`src/rtl/dct_mac_array_unit.sv`:
```
// -----------------------------------------------------------------------------
// dct_mac_array_unit
//
// Streaming DCT multiply-accumulate result unit. Signed sample/coefficient
// pairs are multiplied in a registered product stage, TAPS products are summed
// per block, and each completed sum is rounded (half toward +inf),
// arithmetic-shifted right by SHIFT and saturated to OUT_W bits.
//
// A valid/ready handshake on both sides lets the downstream stall the whole
// pipeline: while a result is waiting and not accepted, every register holds.
//
// Ports:
//   clk         single clock, rising edge
//   rst         synchronous, active-high reset
//   in_valid    sample/coefficient pair valid
//   in_ready    unit can accept a pair this cycle
//   in_data     signed sample, DATA_W bits
//   in_coef     signed coefficient, COEF_W bits
//   out_valid   result valid, held until accepted
//   out_ready   downstream accepts result
//   out_result  signed rounded/saturated coefficient, OUT_W bits
//   out_sat     out_result was clipped (qualified by out_valid)
// -----------------------------------------------------------------------------
module dct_mac_array_unit #(
    parameter  int DATA_W = 8,
    parameter  int COEF_W = 12,
    parameter  int TAPS   = 8,
    parameter  int SHIFT  = 11,
    parameter  int OUT_W  = 10,
    localparam int ACC_W  = DATA_W + COEF_W + $clog2(TAPS)
) (
    input  logic                     clk,
    input  logic                     rst,
    input  logic                     in_valid,
    output logic                     in_ready,
    input  logic signed [DATA_W-1:0] in_data,
    input  logic signed [COEF_W-1:0] in_coef,
    output logic                     out_valid,
    input  logic                     out_ready,
    output logic signed [OUT_W-1:0]  out_result,
    output logic                     out_sat
);

    localparam int PROD_W = DATA_W + COEF_W;
    localparam int CNT_W  = $clog2(TAPS);
    // One guard bit above the accumulator so the rounding constant can never
    // wrap the sum.
    localparam int RND_W  = ACC_W + 1;

    localparam logic [CNT_W-1:0] CNT_LAST = CNT_W'(TAPS - 1);

    localparam logic signed [RND_W-1:0] ROUND_K =
        {{(RND_W-1){1'b0}}, 1'b1} << (SHIFT - 1);
    localparam logic signed [RND_W-1:0] OUT_MAX =
        {{(RND_W-OUT_W+1){1'b0}}, {(OUT_W-1){1'b1}}};
    localparam logic signed [RND_W-1:0] OUT_MIN =
        {{(RND_W-OUT_W+1){1'b1}}, {(OUT_W-1){1'b0}}};

    // -------------------------------------------------------------------------
    // State
    // -------------------------------------------------------------------------
    logic signed [PROD_W-1:0] p_q,          p_d;
    logic                     p_v_q,        p_v_d;
    logic signed [ACC_W-1:0]  acc_q,        acc_d;
    logic        [CNT_W-1:0]  cnt_q,        cnt_d;
    logic                     out_valid_q,  out_valid_d;
    logic signed [OUT_W-1:0]  out_result_q, out_result_d;
    logic                     out_sat_q,    out_sat_d;

    // -------------------------------------------------------------------------
    // Control
    // -------------------------------------------------------------------------
    logic stall;
    logic accept;
    logic advance;
    logic complete;

    assign stall    = out_valid_q & ~out_ready;
    assign accept   = in_valid & ~stall;
    assign advance  = p_v_q & ~stall;
    assign complete = advance & (cnt_q == CNT_LAST);

    // -------------------------------------------------------------------------
    // Datapath: accumulate, round, shift, saturate
    // -------------------------------------------------------------------------
    logic signed [ACC_W-1:0] p_ext;
    logic signed [ACC_W-1:0] acc_base;
    logic signed [ACC_W-1:0] acc_sum;
    logic signed [RND_W-1:0] rounded;
    logic signed [RND_W-1:0] shifted;
    logic signed [OUT_W-1:0] clip_res;
    logic                    clip_sat;

    assign p_ext = {{(ACC_W-PROD_W){p_q[PROD_W-1]}}, p_q};

    // NOTE: every signal written in a combinational block gets a default at
    // the top, so no path can leave it unassigned and infer a latch.
    always_comb begin
        clip_res = '0;
        clip_sat = 1'b0;

        // Tap 0 restarts the block instead of adding to the previous sum.
        acc_base = (cnt_q == '0) ? '0 : acc_q;
        acc_sum  = acc_base + p_ext;
        rounded  = {acc_sum[ACC_W-1], acc_sum} + ROUND_K;
        shifted  = rounded >>> SHIFT;

        if (shifted > OUT_MAX) begin
            clip_res = OUT_MAX[OUT_W-1:0];
            clip_sat = 1'b1;
        end else if (shifted < OUT_MIN) begin
            clip_res = OUT_MIN[OUT_W-1:0];
            clip_sat = 1'b1;
        end else begin
            clip_res = shifted[OUT_W-1:0];
        end
    end

    // -------------------------------------------------------------------------
    // Next-state logic; holding under stall falls out of the defaults.
    // -------------------------------------------------------------------------
    always_comb begin
        p_d          = p_q;
        p_v_d        = p_v_q;
        acc_d        = acc_q;
        cnt_d        = cnt_q;
        out_valid_d  = out_valid_q;
        out_result_d = out_result_q;
        out_sat_d    = out_sat_q;

        // The product register only loads on an accepted pair, so idle or
        // undriven input buses never reach the accumulator.
        if (!stall) begin
            p_v_d = accept;
            if (accept) begin
                p_d = in_data * in_coef;
            end
        end

        if (advance) begin
            acc_d = acc_sum;
            cnt_d = (cnt_q == CNT_LAST) ? '0 : cnt_q + CNT_W'(1);
        end

        // A completion in the same cycle as a handshake replaces the result
        // and keeps out_valid high, so nothing is dropped or repeated.
        if (complete) begin
            out_valid_d  = 1'b1;
            out_result_d = clip_res;
            out_sat_d    = clip_sat;
        end else if (out_valid_q && out_ready) begin
            out_valid_d  = 1'b0;
        end
    end

    // NOTE: sequential state uses non-blocking assignments so all registers
    // update together from values sampled at the same edge.
    always_ff @(posedge clk) begin
        if (rst) begin
            p_q          <= '0;
            p_v_q        <= 1'b0;
            acc_q        <= '0;
            cnt_q        <= '0;
            out_valid_q  <= 1'b0;
            out_result_q <= '0;
            out_sat_q    <= 1'b0;
        end else begin
            p_q          <= p_d;
            p_v_q        <= p_v_d;
            acc_q        <= acc_d;
            cnt_q        <= cnt_d;
            out_valid_q  <= out_valid_d;
            out_result_q <= out_result_d;
            out_sat_q    <= out_sat_d;
        end
    end

    assign in_ready   = ~stall;
    assign out_valid  = out_valid_q;
    assign out_result = out_result_q;
    assign out_sat    = out_sat_q;

endmodule

```
`config.mk`:
```
export PLATFORM = sky130hd
export DESIGN_NAME = dct_mac_array_unit
export DESIGN_NICKNAME = d
export VERILOG_FILES = /design/src/rtl/dct_mac_array_unit.sv
export SDC_FILE = /design/constraint.sdc
export NUM_CORES = 1
export LEC_CHECK = 0
export ABC_CLOCK_PERIOD_IN_PS = 8800
export CAP_MARGIN = 20
export CORE_MARGIN = 2
export CORE_UTILIZATION = 67
export CTS_CLUSTER_SIZE = 25
export DETAILED_ROUTE_END_ITERATION = 10
export MAX_ROUTING_LAYER = met4
export PLACE_DENSITY = 0.88
export SETUP_SLACK_MARGIN = 0.1
export SLEW_MARGIN = 10
export SYNTH_ARGS = -nofsm -noshare
export SYNTH_HDL_FRONTEND = slang
export SYNTH_SLANG_ARGS = --single-unit
```
`constraint.sdc`:
```
create_clock -name clk -period 8.8 [get_ports clk]
set_clock_uncertainty 0.05 [all_clocks]
set_input_delay 1.76 -clock clk [delete_from_list [all_inputs] [get_ports clk]]
set_output_delay 1.76 -clock clk [all_outputs]
set_load 0.01 [all_outputs]
```
## Word level (Yosys, flattened, before mapping)

Cells that the tools add are included.

- Bits in registers: 59
- Input bits: 24
- Output and inout bits: 13
- Word-level logic and storage cells: 32

- Add/subtract/negate cells: 3
- Multiply operators: 1
- Order comparisons: 2
- Equal/unequal tests: 1
- Multiplexer cells: 8
- Bitwise operators: 6
- Reductions and logical operators: 4

Operator list:

| kind | count |
|---|---|
| $add A23 B12 Y24 const B | 1 |
| $add A23 B20 Y23 | 1 |
| $mux W23 | 1 |
| $mul A8 B12 Y20 | 1 |
| $mux W10 | 2 |
| $gt A13 B10 Y1 const B | 1 |
| $lt A13 B10 Y1 const B | 1 |
| $and A1 B1 Y1 | 4 |
| $mux W1 | 4 |
| $add A3 B1 Y3 const B | 1 |
| $eq A3 B3 Y1 const B | 1 |
| $logic_not A3 Y1 | 1 |
| $mux W3 | 1 |
| $not A1 Y1 | 2 |
| $reduce_and A2 Y1 | 1 |
| $reduce_bool A2 Y1 | 1 |
| $logic_and A1 B1 Y1 | 1 |

## Depth between registers and ports, before layout

Gate-level depths: netlist of run 1.

- Depth in word-level cells: 7
- Gate-level depth with buffers: 22
- Mapped depth without buffers: 21

## Worst setup path before layout of run 1

No wires, ideal clock.

- Kind: input port to flip-flop
- Start point: in in_data[7]
- End point: reg p_q[18]
- Library setup time: 58 ps
- Arrival time: 6316 ps
- Required time: 8692 ps
- Path slack: 2376 ps
- Stages: 18
- Path buffers: 1
- Cells stage by stage: clkbuf_1 -> nand2b_1 -> fa_1 -> fa_1 -> inv_1 -> fa_1 -> fa_1 -> ha_1 -> o21ai_0 -> a21boi_0 -> o21ai_0 -> nand2b_1 -> a21o_1 -> a41o_1 -> o41ai_1 -> o21ai_0 -> nor4b_1 -> a211o_1

- Cells in the longest elaborated chain, start to end: 1

RTL lines:

| element | line | RTL |
|---|---|---|
| start, declared | 36 | `input logic signed [DATA_W-1:0] in_data,` |
| $mul A8 B12 Y20 | 136 | `p_d = in_data * in_coef;` |
| end signal, assigned | 168 | `p_q <= p_d;` |
| end, declared | 62 | `logic signed [PROD_W-1:0] p_q, p_d;` |

No other way between the ends.
A chain may end at the register's enable or synchronous reset.

## Final worst setup path of run 1

Ends and elaborated chain as after synthesis.

==> flow_metrics.env, run 1 <==
export IMPL_outcome="completed"
export IMPL_hold_class="reg -> reg"
export IMPL_slew_viol_final=0
export IMPL_core_um2=10400
export IMPL_power_density_nw_per_um2=208
export IMPL_synth_mux_area_share_pct=0.280
export IMPL_whs_ns=0.399
export IMPL_synth_area_leaders="fa_1 22%, dfxtp_1 17%, ha_1 11%"
export IMPL_netlist_instances=856
export IMPL_post_cts_buffers=0
export IMPL_p_total_w=0.00163
export IMPL_drt_pass1_iterations=6
export IMPL_p_sw_share_pct=43.7
export IMPL_comb_power_share_pct=65.0
export IMPL_diodes=0
export IMPL_fin_crit_ns=7.24
export IMPL_synth_async_reset_ratio_pct=0
export IMPL_crit_chain="clkdlybuf4s50_1 -> nand2b_1 -> fa_1 -> fa_1 -> inv_1 -> fa_1 -> fa_1 -> ha_1 -> o21ai_0 -> a21boi_0 -> o21ai_0 -> nand2b_1 -> a21o_1 -> a41o_1 -> o41ai_1 -> o21ai_0 -> nor4b_1 -> a211o_1"
export IMPL_initial_core_util_pct=69.0
export IMPL_hold_viol=0
export IMPL_routedWlPerCell_um=15.9
export IMPL_vdd_ir_drop_worst_uv=123
export IMPL_fmax_mhz=138
export IMPL_die_h_um=107
export IMPL_globalRouteMet2Util_pct=54.8
export IMPL_synth_compound_area_share_pct=15.3
export IMPL_grtUsageMet3_pct=4.18
export IMPL_cts_sinks=59
export IMPL_vias=5913
export IMPL_synth_top_area_share_pct=22.4
export IMPL_gp_congestion=0.919
export IMPL_arrival_ns=7.49
export IMPL_ios=37
export IMPL_clkLatencyLatePin_ns=0.36
export IMPL_portBuffers=36
export IMPL_fin_setup_tns_ns=0
export IMPL_regArea_um2=1180
export IMPL_syn_avg_cell_area_um2=8.36
export IMPL_worst_slack_ns=1.56
export IMPL_worstPathRequired_ns=9.05
export IMPL_grt_pass1_wl_um=27600
export IMPL_maxCapViolCount=0
export IMPL_overflow=0
export IMPL_antenna_found_initial=0
export IMPL_synth_largest_area_cell="fa_1"
export IMPL_fin_nets=1043
export IMPL_die_w_um=107
export IMPL_use_met1_pct=35.0
export IMPL_post_synth_top_count_cell="nand2_1"
export IMPL_clkPwrFrac_pct=15.0
export IMPL_multi_input_area_um2=5510
export IMPL_via_per_inst=5.81
export IMPL_leakage_nw=3.60
export IMPL_slowest_stage="clkdlybuf4s50_1"
export IMPL_synthFlopType="dfxtp_1"
export IMPL_cts_resized=0
export IMPL_end_kind="register"
export IMPL_cts_root_buf="clkbuf_8"
export IMPL_worstMarginPinSlew_ns=0.995
export IMPL_critPathMaxFanout=11
export IMPL_grt_pass1_vias=6224
export IMPL_dp_hpwl_um=12900
export IMPL_crit_top_cell="fa_1"
export IMPL_grt_max_degree=61
export IMPL_post_place_ws_ns=1.34
export IMPL_areaGrowthSynthToFinish_pct=9.02
export IMPL_busiest_layer="met2"
export IMPL_synth_nets=1023
export IMPL_p_switching_w=0.000711
export IMPL_synth_common_cells="107 x nand2_1, 95 x inv_1, 84 x and2_1, 80 x fa_1, 63 x ha_1"
export IMPL_drive_gt1_share_pct=4.20
export IMPL_drt_initial_drc_count=295
export IMPL_cts_buffers=9
export IMPL_clk_path_buf_depth=2
export IMPL_holdBufCountCts=0
export IMPL_num_rows=37
export IMPL_synth_seq_area_share_pct=16.5
export IMPL_slew_headroom_pct=33.5
export IMPL_synth_simple_gate_area_share_pct=23.2
export IMPL_die_area_um2=11500
export IMPL_cts_tree="yes"
export IMPL_min_period_over_period_pct=82.3
export IMPL_setup_viol=0
export IMPL_synth_adder_area_share_pct=33.4
export IMPL_clk_pin_slew_ns=0.06
export IMPL_fillCellCount=750
export IMPL_yosysWarnings=0
export IMPL_slowest_delay_ns=0.75
export IMPL_h_tree_depth=3
export IMPL_ys_types=64
export IMPL_postRouteAntennaNets=0
export IMPL_netlist_area_um2=7160
export IMPL_synth_edf_count=0
export IMPL_power_frac_seq_pct=20.0
export IMPL_wl_um=16200
export IMPL_rsz0062_at_grt="false"
export IMPL_ys_ff_latch=59
export IMPL_start_kind="input port"
export IMPL_worstSetupPathType="in -> reg"
export IMPL_final_core_util_pct=75.3
export IMPL_track_usage_pct=30.6
export IMPL_drc=0
export IMPL_internal_power_w=0.000914
export IMPL_synth_top_family_by_area="adder cells"
export IMPL_synth_xor_area_share_pct=4.77
==> cell usage in the layout (no fill, tap or decap), types with 4 or more instances in the layout <==
cell type,instances
nand2_1,107
inv_1,95
and2_1,84
fa_1,80
ha_1,63
a21oi_1,62
dfxtp_1,59
nor2_1,57
clkdlybuf4s50_1,35
xnor2_1,30
nand2b_1,20
o21ai_0,18
a21o_1,16
nor3_1,15
a211oi_1,10
clkbuf_8,10
o21a_1,9
xor2_1,9
nand3_1,8
a211oi_2,7
or3_1,5
and3_1,5
nor2b_1,5
o41ai_1,4
a31oi_1,4
o21bai_1,4
==> per-stage QoR <==
stage	cell area [um2]	cells
finish	7800	1017
global route	7800	1017
CTS	7770	1015
detailed placement	7580	999
global placement	7580	999
floorplan	7160	856
==> per-layer routing <==
metal / share of wire, % / wire length [um]
met1: 43 / 6910
met2: 51 / 8210
met3: 4.1 / 664
met4: 2.5 / 405
met5: 0 / 0
==> cell type report <==
type	count	area share, %
inverters	95	4.57
repair buffers	39	5.07
well taps	136	2.18
clock inverters	5	0.673
clock buffers	11	1.81
flip-flops and latches	59	15.1
multi-input cells	672	70.6
==> power by group through the flow <==
stage / Sequential [W] / Clock [W] / Combinational, W
3_5_place_dp: 0.000329 / 0 / 0.00104
5_1_grt: 0.000327 / 0.000260 / 0.00119
2_1_floorplan: 0.000319 / 0 / 0.000843
4_1_cts: 0.000324 / 0.000248 / 0.00105
6_report: 0.000324 / 0.000245 / 0.00106
3_3_place_gp: 0.000328 / 0 / 0.000988
==> registers in the layout (all words and copies together) (netlist names) <==
| name | count |
|---|---|
| acc_q | 23 |
| cnt_q | 3 |
| out_result | 10 |
| out_sat | 1 |
| out_valid | 1 |
| p_q | 20 |
| p_v_q | 1 |
==> cell families (layout without fill, tap and decap cells) <==
kind of cell	count (synthesis)	after routing
xor+xnor	39	39
flops	59	59
mux	2	2
simple gates	327	327
fa+ha+maj	143	143
buf+inv	125	150
compound gates	161	161
==> critical path, delay by kind of cell <==
| kind | cells | cell delay, ns |
|---|---|---|
| AOI/OAI and AO/OA | 8 | 1.80 |
| adders and majority gates | 5 | 2.46 |
| buffers and inverters | 2 | 0.81 |
| and+or+nand+nor | 3 | 0.65 |
==> worst paths after layout <==
kind	from	end	slack [ns]	cells after the start
max	in_data[7]	p_q[18]$_SDFFE_PP0P_	1.56	18
min	acc_q[5]$_SDFFE_PP0P_	acc_q[5]$_SDFFE_PP0P_	0.40	2
max reg2reg	cnt_q[0]$_SDFFE_PP0P_	out_result[7]$_SDFFE_PP0P_	3.55	22
min reg2reg	acc_q[5]$_SDFFE_PP0P_	acc_q[5]$_SDFFE_PP0P_	0.40	2
No activity file was read; power rests on OpenSTA's default activity.
==> run 2: changes to the inputs <==
--- a/config.mk
+++ b/config.mk
@@ -5,14 +5,14 @@
 export SDC_FILE = /design/constraint.sdc
 export NUM_CORES = 1
 export LEC_CHECK = 0
-export ABC_CLOCK_PERIOD_IN_PS = 8800
+export ABC_CLOCK_PERIOD_IN_PS = 6700
 export CAP_MARGIN = 20
 export CORE_MARGIN = 2
-export CORE_UTILIZATION = 67
+export CORE_UTILIZATION = 63
 export CTS_CLUSTER_SIZE = 25
 export DETAILED_ROUTE_END_ITERATION = 10
 export MAX_ROUTING_LAYER = met4
-export PLACE_DENSITY = 0.88
+export PLACE_DENSITY = 0.83
 export SETUP_SLACK_MARGIN = 0.1
 export SLEW_MARGIN = 10
 export SYNTH_ARGS = -nofsm -noshare
==> constraint.sdc (replaced) <==
create_clock -name clk -period 6.7 [get_ports clk]
set_clock_uncertainty 0.05 [all_clocks]
set_input_delay 1.34 -clock clk [delete_from_list [all_inputs] [get_ports clk]]
set_output_delay 1.34 -clock clk [all_outputs]
set_load 0.01 [all_outputs]
==> flow_metrics.env, run 2 (synthesis results as in run 1) <==
export IMPL_ios=37
export IMPL_drt_initial_drc_count=280
export IMPL_worst_slack_ns=0.318
export IMPL_postRouteAntennaNets=0
export IMPL_clk_pin_slew_ns=0.05
export IMPL_fillCellCount=852
export IMPL_worstMarginPinSlew_ns=1.05
export IMPL_critPathBufInv=3
export IMPL_gp_congestion=0.920
export IMPL_antenna_found_initial=0
export IMPL_worstReg2RegEnd="out_result[7]$_SDFFE_PP0P_"
export IMPL_grt_pass1_vias=6268
export IMPL_fmax_mhz=157
export IMPL_place_area_um2=7670
export IMPL_h_tree_depth=3
export IMPL_min_to="acc_q[9]$_SDFFE_PP0P_"
export IMPL_r2r_slack_ns=1.07
export IMPL_drc=0
export IMPL_layout_commonest_cell="nand2_1"
export IMPL_fin_nets=1054
export IMPL_die_area_um2=12200
export IMPL_largest_register_ffs=23
export IMPL_die_h_um=111
export IMPL_initial_core_util_pct=65.2
export IMPL_crit_top_cell="fa_1"
export IMPL_num_rows=38
export IMPL_cts_tree="yes"
export IMPL_min_period_over_period_pct=95.3
export IMPL_leakage_nw=3.70
export IMPL_core_um2=11000
export IMPL_critPathMaxFanout=8
export IMPL_final_cell_mix="107 x nand2_1, 95 x inv_1, 84 x and2_1"
export IMPL_dpl_cell_count=1015
export IMPL_wl_um=15800
export IMPL_drive_gt1_share_pct=5.39
export IMPL_worstReg2RegStart="cnt_q[0]$_SDFFE_PP0P_"
export IMPL_arrival_ns=6.60
export IMPL_slowest_delay_ns=0.55
export IMPL_areaGrowthSynthToFinish_pct=11.7
export IMPL_setup_viol=0
export IMPL_worstSetupPathType="in -> reg"
export IMPL_maxCapViolCount=0
export IMPL_fin_crit_ns=6.38
export IMPL_hold_path_cell_count=2
export IMPL_routedWlPerCell_um=15.3
export IMPL_rsz0062_at_grt="true"
export IMPL_cts_root_buf="clkbuf_16"
export IMPL_start_kind="input port"
export IMPL_drt_pass1_iterations=5
export IMPL_grt_max_degree=61
export IMPL_slew_headroom_pct=29.7
export IMPL_dp_hpwl_um=12500
export IMPL_cts_buffers=9
export IMPL_track_usage_pct=28.2
export IMPL_slowest_stage="fa_1"
export IMPL_cp_num_cells=20
export IMPL_min_from="acc_q[9]$_SDFFE_PP0P_"
export IMPL_slew_viol_final=0
export IMPL_clkLatencyLatePin_ns=0.33
export IMPL_diodes=0
export IMPL_overflow=0
export IMPL_reg2reg_depth=21
export IMPL_final_area_um2=8000
export IMPL_die_w_um=111
export IMPL_post_place_ws_ns=-0.0222
export IMPL_hold_class="reg -> reg"
export IMPL_grt_pass1_wl_um=28000
export IMPL_final_cells=1031
export IMPL_clk_path_buf_depth=2
export IMPL_largest_register="acc_q"
export IMPL_crit_family="adder cells"
export IMPL_vdd_ir_drop_worst_uv=378
export IMPL_cts_sinks=59
export IMPL_outcome="completed"
export IMPL_p_total_w=0.00231
export IMPL_end_kind="register"
export IMPL_worstPathRequired_ns=6.92
export IMPL_hold_viol=0
export IMPL_vias=6003
export IMPL_via_per_inst=5.82
export IMPL_portBuffers=36
export IMPL_crit_chain="clkdlybuf4s50_1 -> and2_1 -> fa_1 -> inv_1 -> fa_1 -> fa_1 -> fa_1 -> inv_1 -> ha_1 -> nor2b_1 -> o21ai_0 -> a21boi_0 -> o21ai_0 -> nand2b_1 -> a21o_1 -> a41o_1 -> o41ai_2 -> o21ai_0 -> nor4b_1 -> a211o_1"
export IMPL_power_density_nw_per_um2=289
[run 2: worst max path at each step]
stage                    start                    to  slack, ns
floorplan           in_data[7]  p_q[18]$_SDFFE_PP0P_       0.70
global placement    in_data[7]  p_q[18]$_SDFFE_PP0P_       0.16
detailed placement  in_coef[1]  p_q[18]$_SDFFE_PP0P_      -0.02
CTS                 in_coef[1]  p_q[18]$_SDFFE_PP0P_       0.29
global route        in_coef[1]  p_q[18]$_SDFFE_PP0P_       0.06
finish              in_coef[1]  p_q[18]$_SDFFE_PP0P_       0.32
[run 2: area by class of cell]
class / instances / area, um2 / area share, %
tap: 140 / 175 / 2.19
sequential: 59 / 1180 / 14.8
inverter: 95 / 357 / 4.46
clock buffer: 13 / 260 / 3.26
multi-input combinational: 672 / 5520 / 69.1
clock inverter: 2 / 35.0 / 0.438
timing repair buffer: 50 / 465 / 5.82
[run 2: stage by stage]
stage               hold WS [ns]  utilization [%]  setup TNS (ns)
finish                     0.394             72.8               0
global route               0.413             72.8               0
floorplan                  0.377                -               0
global placement           0.384             69.9               0
CTS                        0.399             72.5               0
detailed placement         0.391             69.9         -0.0222
[run 2: worst register-to-register path, stage by stage, from the launching register on]
cell and delay [ns]:
dfxtp_1 0.33, inv_1 0.06, ha_1 0.13, nand2b_1 0.43
and2_1 0.38, ha_1 0.21, inv_1 0.07, fa_1 0.23
nor2b_4 0.06, o31a_1 0.30, o41ai_1 0.53, a21o_1 0.24
xnor2_1 0.20, ha_1 0.26, inv_1 0.05, or4_1 0.67
nor2_1 0.12, nor4b_2 0.24, mux2i_1 0.28, and2_1 0.20
o221ai_1 0.18, o221a_1 0.29
[run 2: timing repair]
action                     in CTS  in global routing
setup endpoints to repair       0                  3
buffers inserted                0                  0
hold buffers                    0                  0
resized for setup               0                  2
[run 2: per-layer routing]
| metal | vias up | part of all wire, % | GRT usage [%] |
|---|---|---|---|
| met5 | - | 0 | - |
| met4 | 0 | 2.5 | 9.83 |
| met1 | 2911 | 44 | 35.5 |
| li1 | 2892 | - | - |
| met3 | 35 | 4.1 | 3.79 |
| met2 | 165 | 49 | 47.1 |
[run 2: report_power, final]
part / leakage, nW / switching [W] / internal (W) / total [W]
Clock: 0.146 / 0.000150 / 0.000305 / 0.000455
Combinational: 3.08 / 0.000778 / 0.000650 / 0.00143
Sequential: 0.481 / 0.0000320 / 0.000396 / 0.000428
Total: 3.70 / 0.000960 / 0.00135 / 0.00231
